`src/rtl/alarm_ringer.sv`:
```
`timescale 1ns/1ps
// alarm_ringer: fires on the rising edge of time==alarm equality, rings a gated
// tone until stop, snooze or timeout, and re-rings after a snooze period.
module alarm_ringer #(
  parameter int unsigned CLK_HZ     = 50_000_000,
  parameter int unsigned TONE_DIV   = 25_000,
  parameter int unsigned RING_SEC   = 60,
  parameter int unsigned SNOOZE_MIN = 5
) (
  input  logic       clk_50M,
  input  logic       rst_n,
  input  logic [3:0] state_mode,
  input  logic       alarm_en,
  input  logic [7:0] cur_hour,
  input  logic [7:0] cur_minute,
  input  logic [7:0] cur_second,
  input  logic [7:0] alarm_hour,
  input  logic [7:0] alarm_minute,
  input  logic [7:0] alarm_second,
  input  logic       stop_key,
  input  logic       snooze_key,
  output logic       buzzer,
  output logic       ringing,
  output logic       snoozing
);

  localparam int unsigned PRE_W   = (CLK_HZ > 1) ? $clog2(CLK_HZ) : 1;
  localparam int unsigned TONE_W  = (TONE_DIV > 1) ? $clog2(TONE_DIV) : 1;
  localparam int unsigned SNZ_SEC = SNOOZE_MIN * 60;
  localparam int unsigned RING_W  = $clog2(RING_SEC) + 1;
  localparam int unsigned SNZ_W   = $clog2(SNZ_SEC) + 1;

  localparam logic [PRE_W-1:0]  PRE_MAX   = PRE_W'(CLK_HZ - 1);
  localparam logic [PRE_W-1:0]  PRE_HALF  = PRE_W'(CLK_HZ / 2);
  localparam logic [TONE_W-1:0] TONE_MAX  = TONE_W'(TONE_DIV - 1);
  localparam logic [RING_W-1:0] RING_LOAD = RING_W'(RING_SEC);
  localparam logic [SNZ_W-1:0]  SNZ_LOAD  = SNZ_W'(SNZ_SEC);

  typedef enum logic [1:0] {S_IDLE, S_RING, S_SNOOZE} state_t;

  state_t              r_state, w_next;
  logic                r_stop_buf0, r_stop_buf1, r_snz_buf0, r_snz_buf1;
  logic                r_match_d, r_armed;
  logic [PRE_W-1:0]    r_pre;
  logic [TONE_W-1:0]   r_tone_cnt;
  logic                r_tone, r_buzzer;
  logic [RING_W-1:0]   r_ring_cnt;
  logic [SNZ_W-1:0]    r_snz_cnt;

  logic w_stop_press, w_snz_press, w_match, w_trigger, w_sec_tick, w_entry;
  logic w_ring_load, w_ring_dec, w_snz_load, w_snz_dec;

  assign w_stop_press = ~r_stop_buf0 & r_stop_buf1;
  assign w_snz_press  = ~r_snz_buf0 & r_snz_buf1;
  assign w_match      = (cur_hour == alarm_hour) && (cur_minute == alarm_minute) &&
                        (cur_second == alarm_second);
  // r_armed blocks a fire on an equality already present when reset releases:
  // the compare must be seen false at least once before an edge counts.
  assign w_trigger    = w_match & ~r_match_d & r_armed & alarm_en & (state_mode != 4'd3);
  assign w_sec_tick   = (r_pre == PRE_MAX);
  assign w_entry      = (w_next != r_state) && (w_next != S_IDLE);

  // Two-flop key synchronizers; idle (released) level is 1.
  always_ff @(posedge clk_50M or negedge rst_n) begin
    if (!rst_n) begin
      r_stop_buf0 <= 1'b1;
      r_stop_buf1 <= 1'b1;
      r_snz_buf0  <= 1'b1;
      r_snz_buf1  <= 1'b1;
    end else begin
      r_stop_buf0 <= stop_key;
      r_stop_buf1 <= r_stop_buf0;
      r_snz_buf0  <= snooze_key;
      r_snz_buf1  <= r_snz_buf0;
    end
  end

  // Delayed match for edge detection, plus the post-reset arm flag.
  always_ff @(posedge clk_50M or negedge rst_n) begin
    if (!rst_n) begin
      r_match_d <= 1'b0;
      r_armed   <= 1'b0;
    end else begin
      r_match_d <= w_match;
      r_armed   <= r_armed | ~w_match;
    end
  end

  // One-second prescaler, restarted on entry to RING or SNOOZE.
  always_ff @(posedge clk_50M or negedge rst_n) begin
    if (!rst_n)          r_pre <= '0;
    else if (w_entry)    r_pre <= '0;
    else if (w_sec_tick) r_pre <= '0;
    else                 r_pre <= r_pre + 1'b1;
  end

  // FSM state register.
  always_ff @(posedge clk_50M or negedge rst_n) begin
    if (!rst_n) r_state <= S_IDLE;
    else        r_state <= w_next;
  end

  // Next-state and counter-control decode, priorities as listed per state.
  always_comb begin
    w_next      = r_state;
    w_ring_load = 1'b0;
    w_ring_dec  = 1'b0;
    w_snz_load  = 1'b0;
    w_snz_dec   = 1'b0;
    unique case (r_state)
      S_IDLE: begin
        if (w_trigger) begin
          w_next      = S_RING;
          w_ring_load = 1'b1;
        end
      end
      S_RING: begin
        if (!alarm_en || w_stop_press) begin
          w_next = S_IDLE;
        end else if (w_snz_press) begin
          w_next     = S_SNOOZE;
          w_snz_load = 1'b1;
        end else if (w_sec_tick) begin
          if (r_ring_cnt == RING_W'(1)) w_next = S_IDLE;
          else                          w_ring_dec = 1'b1;
        end
      end
      S_SNOOZE: begin
        if (!alarm_en || w_stop_press) begin
          w_next = S_IDLE;
        end else if (w_sec_tick) begin
          if (r_snz_cnt == SNZ_W'(1)) begin
            w_next      = S_RING;
            w_ring_load = 1'b1;
          end else begin
            w_snz_dec = 1'b1;
          end
        end
      end
      default: w_next = S_IDLE;
    endcase
  end

  // Ring and snooze second counters.
  always_ff @(posedge clk_50M or negedge rst_n) begin
    if (!rst_n) begin
      r_ring_cnt <= '0;
      r_snz_cnt  <= '0;
    end else begin
      if (w_ring_load)     r_ring_cnt <= RING_LOAD;
      else if (w_ring_dec) r_ring_cnt <= r_ring_cnt - RING_W'(1);
      if (w_snz_load)      r_snz_cnt  <= SNZ_LOAD;
      else if (w_snz_dec)  r_snz_cnt  <= r_snz_cnt - SNZ_W'(1);
    end
  end

  // Tone divider: runs only while ringing, otherwise parked at zero.
  always_ff @(posedge clk_50M or negedge rst_n) begin
    if (!rst_n) begin
      r_tone_cnt <= '0;
      r_tone     <= 1'b0;
    end else if (r_state == S_RING) begin
      if (r_tone_cnt == TONE_MAX) begin
        r_tone_cnt <= '0;
        r_tone     <= ~r_tone;
      end else begin
        r_tone_cnt <= r_tone_cnt + 1'b1;
      end
    end else begin
      r_tone_cnt <= '0;
      r_tone     <= 1'b0;
    end
  end

  // Registered buzzer: tone gated by the first half of each second.
  always_ff @(posedge clk_50M or negedge rst_n) begin
    if (!rst_n) r_buzzer <= 1'b0;
    else        r_buzzer <= (r_state == S_RING) & (r_pre < PRE_HALF) & r_tone;
  end

  assign buzzer   = r_buzzer;
  assign ringing  = (r_state == S_RING);
  assign snoozing = (r_state == S_SNOOZE);

endmodule

```
`config.mk`:
```
export PLATFORM = sky130hd
export DESIGN_NAME = alarm_ringer
export DESIGN_NICKNAME = d
export VERILOG_FILES = /design/src/rtl/alarm_ringer.sv
export SDC_FILE = /design/constraint.sdc
export NUM_CORES = 1
export LEC_CHECK = 0
export ABC_AREA = 1
export ABC_CLOCK_PERIOD_IN_PS = 2300
export CAP_MARGIN = 20
export CORE_UTILIZATION = 55
export CTS_BUF_LIST = sky130_fd_sc_hd__clkbuf_16
export DETAILED_ROUTE_END_ITERATION = 6
export PLACE_DENSITY_LB_ADDON = 0.2
export SLEW_MARGIN = 15
export SYNTH_ARGS = -nofsm -noshare
export SYNTH_HDL_FRONTEND = slang
export SYNTH_SLANG_ARGS = --single-unit
export TNS_END_PERCENT = 10
```
`constraint.sdc`:
```
create_clock -name clk_50M -period 2.3 [get_ports clk_50M]
set_input_delay 0.46 -clock clk_50M [delete_from_list [all_inputs] [get_ports clk_50M]]
set_output_delay 0.46 -clock clk_50M [all_outputs]
set_load 0.01 [all_outputs]
```
Word-level counts from Yosys, hierarchy flattened
Index checks and enable logic that the tools add are counted.

word-level totals
  memory bits (read-only) = 0
  memories kept = 0
  logic and storage cells = 89
  bits in writable memories = 0
  bits of input ports = 57
  register bits after elaboration = 68
  latch bits = 0

cells by class
  $add $sub $neg = 4
  div/mod/pow operators = 0
  multipliers = 0
  shifts and indexed selects = 0
  reduce and logical (&&, ||, !) cells = 9
  mux-type cells = 36
  bitwise gates (word level) = 14
  equal/unequal tests = 12
  magnitude comparators = 1

operator list
  operator                                               number
  2-to-1 mux 26 bit                                      2
  2-to-1 mux 15 bit                                      2
  adder 26 x 1 -> 26 bit, second input constant          1
  equality test 26 bit, second input constant            1
  < comparator 26 x 25 -> 1 bit, second input constant   1
  equality test 8 bit                                    3
  2-to-1 mux 10 bit                                      2
  2-to-1 mux 1 bit                                       18
  2-to-1 mux 2 bit                                       8
  adder 15 x 1 -> 15 bit, second input constant          1
  equality test 15 bit, second input constant            1
  2-to-1 mux 7 bit                                       2
  equality test 10 x 1 -> 1 bit, second input constant   1
  subtractor 10 x 1 -> 10 bit, second input constant     1
  bitwise AND 1 bit                                      8
  equality test 7 x 1 -> 1 bit, second input constant    1
  subtractor 7 x 1 -> 7 bit, second input constant       1
  case mux 2 bit (3 select lines)                        1
  nonzero test 2 bit                                     3
  NOT 1 bit                                              5
  inequality test 4 x 2 -> 1 bit, second input constant  1
  logical AND 1 bit                                      3
  equality test 2 x 1 -> 1 bit, second input constant    1
  equality test 2 bit, second input constant             1
  7 further kinds                                        7

Depth between registers and ports, before layout
  depth in word-level cells = 12
  mapped depth = 12

Worst setup path before layout
Ideal clock, no wire load.

  path type = register -> register
  from = register r_pre[0]
  to = register r_snz_cnt[6]
  slack = 0.651 ns
  buffers on the path = 0
  data arrival time = 1.515 ns
  period minus slack after synthesis = 1.649 ns
  stages on the path, launching flop included = 13
  library setup time = 0.134 ns
  data required time = 2.166 ns
  cells stage by stage = dfrtp_1 ha_1 nand2_2 nor2_4 nand3_2 nor2_4 nand2_4 inv_2 nand3_1 nand2_2 inv_1 nand2_1 o31ai_1

on the way
  cells in the longest elaborated chain, start to end = 5

ends and longest elaborated chain
  item                                 line  source
  from (decl)                          44    logic [PRE_W-1:0] r_pre;
  from (signal assigned)               94    else r_pre <= r_pre + 1'b1;
  equality test 26 bit                 60    assign w_sec_tick = (r_pre == PRE_MAX);
  2-to-1 mux 1 bit                     131   end else if (w_sec_tick) begin
  2-to-1 mux 1 bit                     129   if (!alarm_en || w_stop_press) begin
  2-to-1 mux 1 bit                     110   unique case (r_state)
  nonzero test 2 bit (no source line)  -
  to (signal assigned)                 153   else if (w_snz_dec) r_snz_cnt <= r_snz_cnt - SNZ_W'(1);
  to (decl)                            48    logic [SNZ_W-1:0] r_snz_cnt;

No other way between the ends.
A chain may end at the register's enable or synchronous reset.

Final worst setup path
Ends and elaborated chain as after synthesis.

==> out/results.tsv <==
stage	metric	value	unit
outcome	status	complete, no violations	
yosys	Yosys warning count	0	
yosys	syn_nets	699	
timing	crit share post-route	89.7	%
grt	M2 GR Usage	44.6	%
critical_path	CP bufs+invs	2	
layout	most common cell after layout, fill and taps aside	nand2_1	
yosys	synthesized instance count	636	
die	I/O pin count	60	
power	Leak	2.67	nW
clock_tree	clock latency on the worst-skew pair	0.33	ns
placement	DP Worst Slack	-0.00678	ns
yosys	mapped cell area	0.00432	mm^2
placement	RD Place Congestion	0.896	
critical_path	crit path max fanout	15	
yosys	EDFF count, synth	0	
die	Die Wd	90.6	um
timing	RSZ-0062 raised after global routing	false	
clock_tree	CTS sink cnt	68	
critical_path	WP data required	2.51	ns
die	core area	0.00741	mm^2
layout	n_diodes	0	
yosys	Netlist cell types	37	
power	Design Power	2.86	mW
routing	Pre-antenna DRT Iters	5	
clock_tree	post-CTS setup buffers	0	
critical_path	crit path max-delay cell type	dfrtp_1	
routing	1st-iter DRT viols	242	
yosys	Yosys reg bits	68	
routing	Total Routed Length	9770	um
layout	share of cells above drive strength 1	8.15	%
clock_tree	clock tree buffer depth	2	
layout	Layout Nets	770	
clock_tree	hold_buf cts	0	
timing	Worst-Margin Slew	0.377	ns
clock_tree	CTS tree	yes	
grt	largest net degree at the start of global routing	69	
timing	Hold Vio Cnt, Final	0	
routing	Routed Antenna Nets	0	
critical_path	R2R Setup Slk	0.24	ns
grt	met1 usage	30.5	%
grt	initial antenna violation count	0	
critical_path	CP startpoint	r_pre[0]$_DFF_PN0_	
timing	Clock Skew	0.00838	ns
die	initial core utilization	58.3	%
timing	Tmin final	2.06	ns
grt	GRT Total Usage	25.9	%
timing	fin. max-slew vios	0	
critical_path	CP cell instances	ha_1 > nand2_2 > nor2_4 > nand3_2 > nor2_4 > nand2_4 > inv_2 > nand3_1 > nand2_2 > inv_1 > nand2_1 > o31ai_1	
layout	Layout area overhead	24.1	%
layout	final core utilization	72.4	%
layout	most frequent cells in the layout	nand2_1 (160), nor2_1 (121), inv_1 (100), dfrtp_1 (64), clkdlybuf4s50_1 (58)	
critical_path	Max stage delay on crit path	0.39	ns
yosys	register area share after synthesis	39.5	%
clock_tree	Num CTS Buffers	9	
placement	PortBufs	59	
yosys	Mapped Avg Cell Area	6.80	um^2
routing	DR WL/cell	12.0	um
critical_path	delay-heaviest family, CP	simple AND/OR/NAND/NOR gates	
timing	final setup vio count	0	
grt	global route hottest layer	met2	
yosys	asr flop ratio synth	100	%
grt	global-route wire length before repair	17300	um
min_path	worst hold path type	in2async	
timing	relative slew slack	74.6	%
timing	setup ws final	0.236	ns
critical_path	CP arrival	2.28	ns
critical_path	Critical R2R Launch	r_pre[0]$_DFF_PN0_	
routing	vias per cell	5.17	
die	DIE AREA	0.00822	mm^2
clock_tree	clock-pin slew on the worst setup and hold paths	0.06	ns
grt	vias in the first global route	4153	
grt	gr ovfl total	0	
critical_path	Critical Path Start Type	flop	
critical_path	endpoint class of the critical path	flop	
timing	fmax	485	MHz
yosys	dominant synthesized flop cell	dfrtp_1	
critical_path	critical path type	reg2reg	
grt	met3 Use GR	5.56	%
clock_tree	root buf cell	clkbuf_16	
die	Die Ht	90.6	um
run	max_cap viols	0	
routing	drt drc	0	
routing	total number of vias	4196	
die	num rows	31	
clock_tree	CTS H-Tree Depth	3	
clock_tree	post_cts resized	0	
power	pwr dens	533	mW/mm^2
power	peak supply drop	0.000389	V
placement	DPL Wire Length	7400	um
==> registers in the layout, indices dropped and copies added (netlist names) <==
| signal | count |
|---|---|
| r_pre | 26 |
| r_tone_cnt | 15 |
| r_snz_cnt | 10 |
| r_ring_cnt | 7 |
| r_state | 2 |
| buzzer | 1 |
| r_armed | 1 |
| r_match_d | 1 |
| r_snz_buf0 | 1 |
| r_snz_buf1 | 1 |
| r_stop_buf0 | 1 |
| r_stop_buf1 | 1 |
| r_tone | 1 |
==> final cells by class <==
| type | instances | area [um^2] |
|---|---|---|
| well taps | 99 | 124 |
| multi-input cells | 458 | 2190 |
| clock buffers | 9 | 225 |
| flip-flops and latches | 68 | 1710 |
| repair buffers | 63 | 628 |
| clock inverters | 7 | 91.3 |
| fillers | 575 | 2040 |
| inverters | 107 | 402 |
==> cell usage after synthesis (2+ instances only) <==
cell / instances / area share [%]
nor2_1: 121 / 11
dfstp_2: 4 / 2.4
nor2_4: 6 / 1.6
nor4_1: 2 / 0.29
nand2_1: 160 / 14
inv_1: 100 / 8.7
nand2_2: 6 / 0.87
nor3_1: 19 / 2.2
ha_1: 6 / 1.7
a21oi_1: 16 / 1.9
buf_6: 2 / 0.52
nor2_2: 3 / 0.43
nand3_1: 47 / 5.4
inv_2: 7 / 0.61
nor3_4: 2 / 0.75
xor2_1: 14 / 2.8
dfrtp_1: 64 / 37
nand2_4: 2 / 0.52
or2_2: 6 / 0.87
nand4_1: 13 / 1.9
o21ai_0: 20 / 2.3
==> where the power goes <==
group          switching, mW  leakage (nW)  internal, mW
Combinational         0.0798          1.63         0.113
Clock                  0.518         0.157         0.944
Sequential           0.00198         0.885          1.20
==> through the flow <==
| stage | hold slack, ns | cell area, um^2 | instances | setup TNS, ns |
|---|---|---|---|---|
| 4_1_cts | 0.156 | 5360 | 811 | 0 |
| 2_1_floorplan | 0.164 | 4320 | 636 | 0 |
| 3_5_place_dp | 0.362 | 5050 | 795 | -0.0310 |
| 5_1_grt | 0.182 | 5360 | 811 | 0 |
| 6_report | 0.134 | 5360 | 811 | 0 |
| 3_3_place_gp | 0.358 | 5050 | 795 | 0 |
==> final timing paths <==
check | to | cells after the start
setup / recovery | r_snz_cnt[6]$_DFFE_PN0P_ | 12
hold / removal | r_tone_cnt[12]$_DFF_PN0_ | 2
setup reg to reg | r_snz_cnt[6]$_DFFE_PN0P_ | 12
hold reg to reg | r_stop_buf1$_DFF_PN1_ | 0
max in group asynchronous | r_stop_buf0$_DFF_PN1_ | 2
min in group clk_50M | r_stop_buf1$_DFF_PN1_ | 0
==> layer usage <==
metal | share of wire [%] | wire length (um) | vias up
li1 | - | - | 2123
met1 | 42 | 4150 | 1918
met2 | 50 | 4850 | 117
met3 | 4.5 | 437 | 38
met4 | 3.4 | 333 | 0
met5 | 0 | 0 | -
==> cells by family (layout without fill, tap and decap cells) <==
| family | count (synthesis) | count (layout) | share of synthesized area, % |
|---|---|---|---|
| AOI/OAI and AO/OA | 44 | 44 | 5.50 |
| xor gates and xnor gates | 15 | 15 | 3.04 |
| adders and majority gates | 6 | 6 | 1.74 |
| buffers and inverters | 110 | 186 | 9.90 |
| DFF | 68 | 68 | 39.5 |
| and+or+nand+nor | 393 | 393 | 40.3 |
Power figures use the tool's default switching activity.
==> edit 1, RTL diff (same flow settings) <==
Reset style: synchronous (`rst_n`), changed in 7 clocked blocks.
--- a/src/rtl/alarm_ringer.sv
+++ b/src/rtl/alarm_ringer.sv
@@ -61,7 +61,7 @@
   assign w_entry      = (w_next != r_state) && (w_next != S_IDLE);
 
   // Two-flop key synchronizers; idle (released) level is 1.
-  always_ff @(posedge clk_50M or negedge rst_n) begin
+  always_ff @(posedge clk_50M) begin
     if (!rst_n) begin
       r_stop_buf0 <= 1'b1;
       r_stop_buf1 <= 1'b1;
@@ -76,7 +76,7 @@
   end
 
   // Delayed match for edge detection, plus the post-reset arm flag.
-  always_ff @(posedge clk_50M or negedge rst_n) begin
+  always_ff @(posedge clk_50M) begin
     if (!rst_n) begin
       r_match_d <= 1'b0;
       r_armed   <= 1'b0;
@@ -87,7 +87,7 @@
   end
 
   // One-second prescaler, restarted on entry to RING or SNOOZE.
-  always_ff @(posedge clk_50M or negedge rst_n) begin
+  always_ff @(posedge clk_50M) begin
     if (!rst_n)          r_pre <= '0;
     else if (w_entry)    r_pre <= '0;
     else if (w_sec_tick) r_pre <= '0;
@@ -95,7 +95,7 @@
   end
 
   // FSM state register.
-  always_ff @(posedge clk_50M or negedge rst_n) begin
+  always_ff @(posedge clk_50M) begin
     if (!rst_n) r_state <= S_IDLE;
     else        r_state <= w_next;
   end
@@ -142,7 +142,7 @@
   end
 
   // Ring and snooze second counters.
-  always_ff @(posedge clk_50M or negedge rst_n) begin
+  always_ff @(posedge clk_50M) begin
     if (!rst_n) begin
       r_ring_cnt <= '0;
       r_snz_cnt  <= '0;
@@ -155,7 +155,7 @@
   end
 
   // Tone divider: runs only while ringing, otherwise parked at zero.
-  always_ff @(posedge clk_50M or negedge rst_n) begin
+  always_ff @(posedge clk_50M) begin
     if (!rst_n) begin
       r_tone_cnt <= '0;
       r_tone     <= 1'b0;
@@ -173,7 +173,7 @@
   end
 
   // Registered buzzer: tone gated by the first half of each second.
-  always_ff @(posedge clk_50M or negedge rst_n) begin
+  always_ff @(posedge clk_50M) begin
     if (!rst_n) r_buzzer <= 1'b0;
     else        r_buzzer <= (r_state == S_RING) & (r_pre < PRE_HALF) & r_tone;
   end
Function: differs if rst_n is asserted again (counterexample within 4 cycles, from zero or initial values and one cycle with rst_n low); with rst_n held inactive, the same outputs for 10 cycles.
==> edit 1 against the original RTL <==
Setup slack worse by 90 ps; sequential cell count is the same; first-iteration DRC count down 16%; total power fell by 1.4%; combinational power rose by 5%; hold slack improved by 290 ps; final area down 8.5%; via count down 10%; core utilization shrank 0.17 points; area after synthesis fell by 10%; wire length decreased by 12%.
==> edit 1: results (changes against the original RTL) <==
[synth]
synth_area_per_cell_sq_um=6.69  ; -1.6%
synth-async-reset-ratio_pct=0  ; -100 points
syn_nets=644  ; -7.9%
synth_cell_types=31  ; -16%
seq_area_frac_synth_pct=35.0  ; -4.5 points
synthFlopType=dfxtp_1
synth_commonest_cells=nand2_1, nor2_1, inv_1, dfxtp_1, nand3_1

[routing]
firstDrtPassIters=7  ; +2
wl_met2_mm=4.30  ; -11%
wl_met1_mm=3.68  ; -11%
wl_per_cell_um=11.5  ; -4.6%

[finish]
fillCellCount=558  ; -3.0%
fin_cells=752  ; -7.3%
fin_nets=714  ; -7.3%
drive_above_1_share_pct=6.40  ; -1.7 points

[placed_design]
placedCellCount=736  ; -7.4%
post-place-ws_ps=-1.72  ; +5.07 ps
dp_hpwl_mm=6.75  ; -8.7%
gp_congestion=0.955  ; +6.6%
dpl-instance-area_sq_um=4600  ; -8.9%

[outcome]
status=complete, no violations

[grt]
grt_pass1_wl_mm=14.9  ; -14%
grt_pass1_vias=3584  ; -14%
met2_usage_pct=44.6  ; about the same
use_met3_pct=6.64  ; +1.1 points
grtUsageMet1_pct=29.1  ; -1.4 points
grt_usage_pct=25.2  ; -0.74 points

[sta]
worst_slew_pin_slew_ps=472  ; +94.8 ps
fin_skew_ps=7.59  ; -0.793 ps

[worst_setup_path]
cpMaxStageDelayCell=clkdlybuf4s50_1
worstPathMaxFanout=6  ; -9
critical_path_arrival_ps=1690  ; -590 ps

[worst_hold_path]
hp-class=flop to flop

## edit 1: changes by cell type in the layout (fill, tap and decap cells not counted), moves of 11 or more
cell | unedited run | this run
xor2_1 | 14 | 28
nor2_1 | 121 | 110
dfxtp_1 | 0 | 68
xnor2_1 | 1 | 20
nand3_1 | 47 | 32
dfrtp_1 | 64 | 0
nand2_1 | 160 | 114
## edit 1: power by group
group,internal [mW],switching (mW)
Clock,0.935,0.492
Sequential,1.19,0.00610
Combinational,0.129,0.0725
## edit 1: worst paths after layout
| check | to | cells after the start | slack [ps] | start |
|---|---|---|---|---|
| max | snoozing | 3 | 150 | r_state[1]$_SDFF_PN0_ |
| min | r_snz_buf1$_SDFF_PN1_ | 2 | 420 | r_snz_buf0$_SDFF_PN1_ |
| max reg2reg | r_pre[23]$_SDFF_PP0_ | 10 | 280 | r_pre[0]$_SDFF_PP0_ |
| min reg2reg | r_snz_buf1$_SDFF_PN1_ | 2 | 420 | r_snz_buf0$_SDFF_PN1_ |
## edit 1: layout make-up
| type | count | area share [%] |
|---|---|---|
| multi-input cells | 412 | 43.4 |
| clock buffers | 9 | 4.59 |
| flip-flops and latches | 68 | 27.7 |
| well taps | 96 | 2.45 |
| clock inverters | 7 | 1.68 |
| inverters | 96 | 7.34 |
| repair buffers | 64 | 12.8 |
## edit 1: worst min-delay path, cell delays in order, from the launching register on
cell     delay (ps)
dfxtp_1         310
inv_1            40
nand2_1          40
## edit 1: cells by family after synthesis
group | count (synthesis) | share of synthesized area (%)
AO/OA/AOI/OAI | 35 | 4.89
XOR/XNOR | 48 | 10.8
adder cells (fa/ha/maj) | 6 | 1.93
buffers and inverters | 101 | 10.2
flip-flops | 68 | 35.0
AND/OR/NAND/NOR | 323 | 37.2
==> edit 2, RTL diff (config.mk and constraints unchanged) <==
Without the edit above. Set the parameter `SNOOZE_MIN` to 10 (it was 5).
--- a/src/rtl/alarm_ringer.sv
+++ b/src/rtl/alarm_ringer.sv
@@ -5,7 +5,7 @@
   parameter int unsigned CLK_HZ     = 50_000_000,
   parameter int unsigned TONE_DIV   = 25_000,
   parameter int unsigned RING_SEC   = 60,
-  parameter int unsigned SNOOZE_MIN = 5
+  parameter int unsigned SNOOZE_MIN = 10
 ) (
   input  logic       clk_50M,
   input  logic       rst_n,
Check against the original RTL: no difference found for any inputs over 10 cycles, from zero or initial values and one cycle with rst_n low; that may be too few to reach the edited logic, so the function may still have changed.
==> edit 2 against the original RTL <==
Register-to-register slack better by 130 ps; final area increased by 2.0%; die area rose by 3.0%; area after synthesis grew 3.0%; total power is 3.0% lower; wire length increased by 3.4%; sequential cell count grew 1; via count grew 1.6%; setup slack got worse by 43 ps; largest cell class unchanged; largest power group unchanged.
==> edit 2: results (changes against the original RTL) <==
[worst_setup_path]
reg2reg_depth=10  ; -2
cpMaxStageDelayCell=clkdlybuf4s50_1
r2r_slack_ps=370  ; +130 ps
reg2reg_to=r_snz_cnt[2]$_DFFE_PN0P_
crit_family=buffers and inverters
crit_start=r_state[1]$_DFF_PN0_
worstPathMaxFanout=4  ; -11

[pwr]
peakVddDrop_v=0.000388  ; -0.24%
switching_share_pct=22.0  ; +1.0 points
leakage_nw=2.67  ; -0.30%

[synth]
netlist_top_cells_area=dfrtp_1, nand2_1, nor2_1
seq_area_frac_synth_pct=38.9  ; -0.60 points
ys_seq_elements=69  ; +1.5%
syn_nets=722  ; +3.3%

[placed_design]
dp_hpwl_mm=7.68  ; +3.8%

[finish]
drive_above_1_share_pct=6.82  ; -1.3 points
inv_count=110  ; +2.8%
clk_share_pct=5.33  ; -0.57 points
fin_nets=791  ; +2.7%
multi_input_cells=475  ; +3.7%
fillCellCount=655  ; +14%
multi_input_area_share_pct=41.4  ; +0.65 points

[routing]
drtIter0Drc=211  ; -13%
wl_met1_mm=4.41  ; +6.4%

[grt]
grtUsageMet1_pct=32.2  ; +1.7 points
use_met3_pct=7.38  ; +1.8 points
grt_max_degree=70  ; +1.4%

[outcome]
status=complete, no violations

[sta]
worst_slew_pin_slew_ps=435  ; +58.2 ps

[die]
placementRows=32  ; +3.2%

[edit 2: cell types whose count changed after synthesis, sizes merged, moves of 2 or more]
cell | before | now
nand2 | 168 | 162
buf | 2 | 4
a21oi | 16 | 14
nor3 | 22 | 20
or2 | 7 | 5
nand3 | 48 | 61
inv | 107 | 110
xnor2 | 1 | 3
nor2 | 130 | 138
nor4 | 2 | 5
[edit 2: cell families (layout without fill, tap and decap cells)]
kind of cell	count (synthesis)	in the layout	synth area share, %
AOI/OAI and AO/OA	43	43	5.25
xor gates and xnor gates	18	18	3.54
adders and majority gates	6	6	1.69
buffers and inverters	115	189	10.2
DFF	69	69	38.9
and+or+nand+nor	408	408	40.4
[edit 2: through the flow]
stage          setup slack [ps]  cells  hold slack, ps  utilization, %
2_1_floorplan               650    659             164               -
3_3_place_gp                178    819             356            66.7
3_5_place_dp                118    819             358            66.7
4_1_cts                     204    835             157            70.4
5_1_grt                     129    835             152            70.4
6_report                    193    835             123            70.4
